<file path="config.mk">
export PLATFORM = sky130hd
export DESIGN_NAME = bullcow_entry
export DESIGN_NICKNAME = d
export VERILOG_FILES = /design/src/rtl/bullcow_entry.sv
export SDC_FILE = /design/constraint.sdc
export NUM_CORES = 1
export LEC_CHECK = 0
export ABC_AREA = 1
export BUFFER_PORTS_ARGS = -buffer_cell sky130_fd_sc_hd__buf_2
export CORE_ASPECT_RATIO = 0.9
export CORE_UTILIZATION = 47
export CTS_CLUSTER_DIAMETER = 200
export DETAILED_ROUTE_END_ITERATION = 12
export GPL_TIMING_DRIVEN = 0
export PLACE_DENSITY = 0.65
export SLEW_MARGIN = 20
export SYNTH_ARGS = -nofsm -noshare
export SYNTH_HDL_FRONTEND = slang
export SYNTH_SLANG_ARGS = --single-unit
</file>
<file path="constraint.sdc">
create_clock -name clock -period 2 [get_ports clock]
set_input_delay 0.1 -clock clock [delete_from_list [all_inputs] [get_ports clock]]
set_output_delay 0.1 -clock clock [all_outputs]
set_load 0.01 [all_outputs]
</file>
<file path="src/rtl/bullcow_entry.sv">
// bullcow_entry: debounced confirm button, switch capture, repeated-digit rejection and enter handshake
module bullcow_entry #(
   parameter int DEBOUNCE_CYCLES = 1000000
) (
   input  logic            clock,
   input  logic            reset,
   input  logic [15:0]     SW,
   input  logic            btn_enter,
   input  logic            ready,
   output logic            enter,
   output logic [3:0][3:0] guess,
   output logic            reject,
   output logic [7:0]      entry_count,
   output logic            busy
);

   localparam int CW = DEBOUNCE_CYCLES > 1 ? $clog2(DEBOUNCE_CYCLES) : 1;

   typedef enum logic [2:0] {IDLE, CHECK, WAIT_READY, FIRE, WAIT_RELEASE} state_t;

   state_t state, next;
   logic [1:0] sync;
   logic btn_s, deb, deb_q, press, distinct;
   logic [CW-1:0] cnt;

   assign btn_s = sync[1];
   assign press = deb & ~deb_q;
   assign distinct = guess[0] != guess[1] && guess[0] != guess[2] && guess[0] != guess[3] &&
                     guess[1] != guess[2] && guess[1] != guess[3] && guess[2] != guess[3];

   // two-flop synchroniser for the raw pushbutton
   always_ff @(posedge clock or posedge reset)
      if (reset) sync <= '0;
      else sync <= {sync[0], btn_enter};

   // debouncer: the level only changes after a full run of stable disagreeing samples
   always_ff @(posedge clock or posedge reset)
      if (reset) begin
         deb   <= 1'b0;
         deb_q <= 1'b0;
         cnt   <= '0;
      end else begin
         deb_q <= deb;
         if (btn_s == deb) cnt <= '0;
         else if (cnt == CW'(DEBOUNCE_CYCLES - 1)) begin
            deb <= btn_s;
            cnt <= '0;
         end else cnt <= cnt + 1'b1;
      end

   // state register
   always_ff @(posedge clock or posedge reset)
      if (reset) state <= IDLE;
      else state <= next;

   // next-state decode
   always_comb begin
      next = state;
      case (state)
         IDLE:         next = press ? CHECK : IDLE;
         CHECK:        next = distinct ? WAIT_READY : WAIT_RELEASE;
         WAIT_READY:   next = ready ? FIRE : WAIT_READY;
         FIRE:         next = WAIT_RELEASE;
         WAIT_RELEASE: next = deb ? WAIT_RELEASE : IDLE;
         default:      next = IDLE;
      endcase
   end

   // registered outputs decoded from the next state, plus capture and delivery count
   always_ff @(posedge clock or posedge reset)
      if (reset) begin
         enter       <= 1'b0;
         reject      <= 1'b0;
         busy        <= 1'b0;
         guess       <= '0;
         entry_count <= '0;
      end else begin
         enter  <= next == FIRE;
         reject <= state == CHECK && !distinct;
         busy   <= next != IDLE;
         if (state == IDLE && press) guess <= SW;
         if (next == FIRE) entry_count <= entry_count + 1'b1;
      end

endmodule

</file>
==> results by group <==
STA
  • Hold slack: 0.02039 ns
  • Max-slew violations: 0
  • Fin crit period: 1.687 ns
  • Worst slew pin tran: 0.6538 ns
  • Final worst-path cycle share: 0.8435
  • Setup Viol. Count Final: 0
  • Max Freq: 592.8 MHz
  • Hold Violations, Final: 0
  • RSZ-0062 raised after global routing: false
  • Slew Limit Headroom: 0.5641
  • Setup WS post-layout: 0.3130 ns
  • Clock skew: 0.009315 ns

Synthesis
  • Synth Cell Area: 2825 µm²
  • Mapped Cells: 355
  • Ys async rst share: 1.000
  • #FFs+latches synth: 54
  • Synth Flop Type: dfrtp_1
  • Post-synth EDFFs: 0
  • Synth Net Count: 377
  • Sequential fraction of the synthesis area: 0.4783
  • Syn_area_per_cell: 7.958 µm²
  • Syn. warnings: 0
  • Synth unique cells: 30

Power
  • Pwr Density: 745.7 nW/µm²
  • Switch Pwr: 0.0007132 W
  • Sw Share: 0.2914
  • Max VDD drop: 0.0005885 V
  • Seq pwr share: 0.525
  • Combinational Power Share: 0.165
  • Leak: 1.722 nW
  • Clock power frac: 0.310
  • Int Pwr: 0.001734 W

Finish
  • Final net count: 432
  • Area growth from synthesis to layout: 16.16%
  • Share of layout cells above drive strength 1: 0.1995
  • Antenna cells: 0

Drt
  • Drt pass-1 iters: 4
  • WL final: 5992 µm
  • Iteration-0 DRC Markers: 169
  • DRC violations left: 0
  • Antenna-violating nets left: 0
  • WL per Instance: 12.46 µm
  • Total number of vias: 2,424
  • Vias per cell: 5.040

Worst setup path
  • CP arrival: 1.88 ns
  • WS Path Type: reg2reg
  • Crit path max fanout: 8
  • Delay-heaviest family, CP: simple AND/OR/NAND/NOR gates
  • Slowest stage delay, CP: 0.39 ns
  • WP buf/inv: 1
  • Required time of the critical path: 2.19 ns
  • CP Cell Sequence: ha_1 -> nand4_4 -> nor2_1 -> nand4_1 -> nand2_2 -> inv_2 -> o21ai_0 -> a21oi_1
  • Endpoint type of the worst setup path: flip-flop
  • CP max stage cell: dfrtp_1
  • Startpoint Class: flip-flop

Die
  • # rows: 26
  • Die height: 75.56 µm
  • Starting Density: 0.4934
  • Die area: 6326 µm²
  • Die width: 83.73 µm
  • Io pins: 47
  • CORE AREA: 5725 µm²

Placed design
  • Placement Setup Slack: 0.3291 ns
  • Post-DP HPWL: 4442 µm
  • IO Port Bufs: 46
  • Gpl congestion: 0.8579

GRT
  • Congestion Overflow GR: 0
  • First-pass GRT wire length: 10,270 µm
  • Largest net degree at the start of global routing: 55
  • Initial antenna violation count: 0
  • GRT Total Usage: 0.2043
  • Vias in the first global route: 2,263

Clock network
  • Clk slew on worst S/H paths: 0.11 ns
  • Worst-Skew Late Latency: 0.30 ns
  • Clock sink count: 54
  • CTS tree: built
  • Root Driver: clkbuf_8
  • CTS buffer count: 5
  • Post-CTS setup buffer count: 0
  • H-tree Lvls: 2
  • Post-cts resize count: 0
  • Maximum clock path buffer count: 2

Flow run
  • Max cap viols: 0

Worst hold path
  • Hold Path Class: in2reg

Status
  • Outcome: finished, final reports clean
==> timing repair <==
item | CTS | global route
hold buffers | 2 | 0
endpoints found under the setup margin | 0 | 0
hold endpoints to repair | 55 | 0
==> metrics by stage <==
stage | setup TNS (ns) | cells | total power, W | util | area, µm²
2_1_floorplan | 0 | 355 | 0.001555 | - | 2825
3_3_place_gp | -7.973 | 471 | 0.001701 | 0.5490 | 3143
3_5_place_dp | 0 | 471 | 0.001711 | 0.5494 | 3146
4_1_cts | 0 | 481 | 0.002481 | 0.5732 | 3282
5_1_grt | 0 | 481 | 0.002573 | 0.5732 | 3282
6_report | 0 | 481 | 0.002447 | 0.5732 | 3282
==> synth_stat cells, types with 2 or more instances <==
cell type  instances  area (µm²)
xor2_1             7       61.31
inv_1             39       146.4
nand3_1           18       90.09
buf_6              4       45.04
dfrtp_1           54        1351
nand2_1           97       364.1
nand2_2            4       25.02
o21ai_1            2       10.01
nor4_1             2       12.51
a21oi_1           15       75.07
inv_2              2       7.510
ha_1               2       25.02
o21ai_0            3       15.01
nor3_1             5       25.02
xnor2_1            8       70.07
nor2_1            58       217.7
nand4_1           12       75.07
nor2_2             2       12.51
a21oi_2           10       87.58
==> tightest hold or removal path: stages <==
cell     delay, ns
buf_2         0.07
nor2_1        0.04
a21oi_2       0.08
==> path summary, 6_finish.rpt <==
check,slack (ns),cells after the start,startpoint,endpoint
worst max-delay path,0.31,8,cnt[0],cnt[10]
worst min-delay path,0.02,3,SW[6],guess[6]
worst max register to register,0.31,8,cnt[0],cnt[10]
worst min register to register,0.36,0,sync[0],sync[1]
max in group asynchronous,1.13,3,reset,guess[13]
min in group asynchronous,0.44,3,reset,cnt[1]
==> power groups by stage <==
stage          Combinational, W  Sequential (W)  Clock, W
3_3_place_gp           0.000400         0.00130         0
2_1_floorplan          0.000230         0.00132         0
6_report               0.000404         0.00129  0.000758
3_5_place_dp           0.000406         0.00130         0
4_1_cts                0.000411         0.00129  0.000784
5_1_grt                0.000461         0.00130  0.000813
==> registers in the layout (all words and copies together), names as in the netlist <==
| signal | cells |
|---|---|
| entry_count | 8 |
| deb | 1 |
| sync | 2 |
| busy | 1 |
| cnt | 20 |
| state | 3 |
| guess | 16 |
| reject | 1 |
| deb_q | 1 |
| enter | 1 |
==> layout by cell type (no fill, tap or decap), types with 5 or more instances in the layout <==
cell type / instances
a21oi_1: 15
a21oi_2: 10
buf_2: 46
clkbuf_8: 5
dfrtp_1: 54
inv_1: 38
nand2_1: 97
nand3_1: 18
nand4_1: 12
nor2_1: 58
nor3_1: 5
xnor2_1: 8
xor2_1: 7
==> layout make-up <==
type / instances / area [µm²]
fillers: 548 / 2444
flip-flops and latches: 54 / 1351
repair buffers: 48 / 250.2
plain buffers: 4 / 45.04
clock buffers: 5 / 68.82
clock inverters: 3 / 47.55
inverters: 42 / 160.2
multi-input cells: 255 / 1271
well taps: 70 / 87.58
==> routing by layer <==
metal	track usage	vias to the layer above	routed length, µm
li1	-	1231	-
met1	0.2971	1120	2954
met2	0.3279	71	2667
met3	0.03792	2	348
met4	0.03578	0	21
met5	0	-	0
==> cell families (layout without fill, tap and decap cells) <==
logic type	count (synthesis)	in the layout	synth area share
adder cells (fa/ha/maj)	2	2	0.008856
buffers and inverters	46	102	0.07174
flip-flops	54	54	0.4783
multiplexers	1	1	0.003986
AND/OR/NAND/NOR	204	204	0.3167
XOR/XNOR	15	15	0.04650
AO/OA/AOI/OAI	33	33	0.07396
Power figures use the tool's default switching activity.
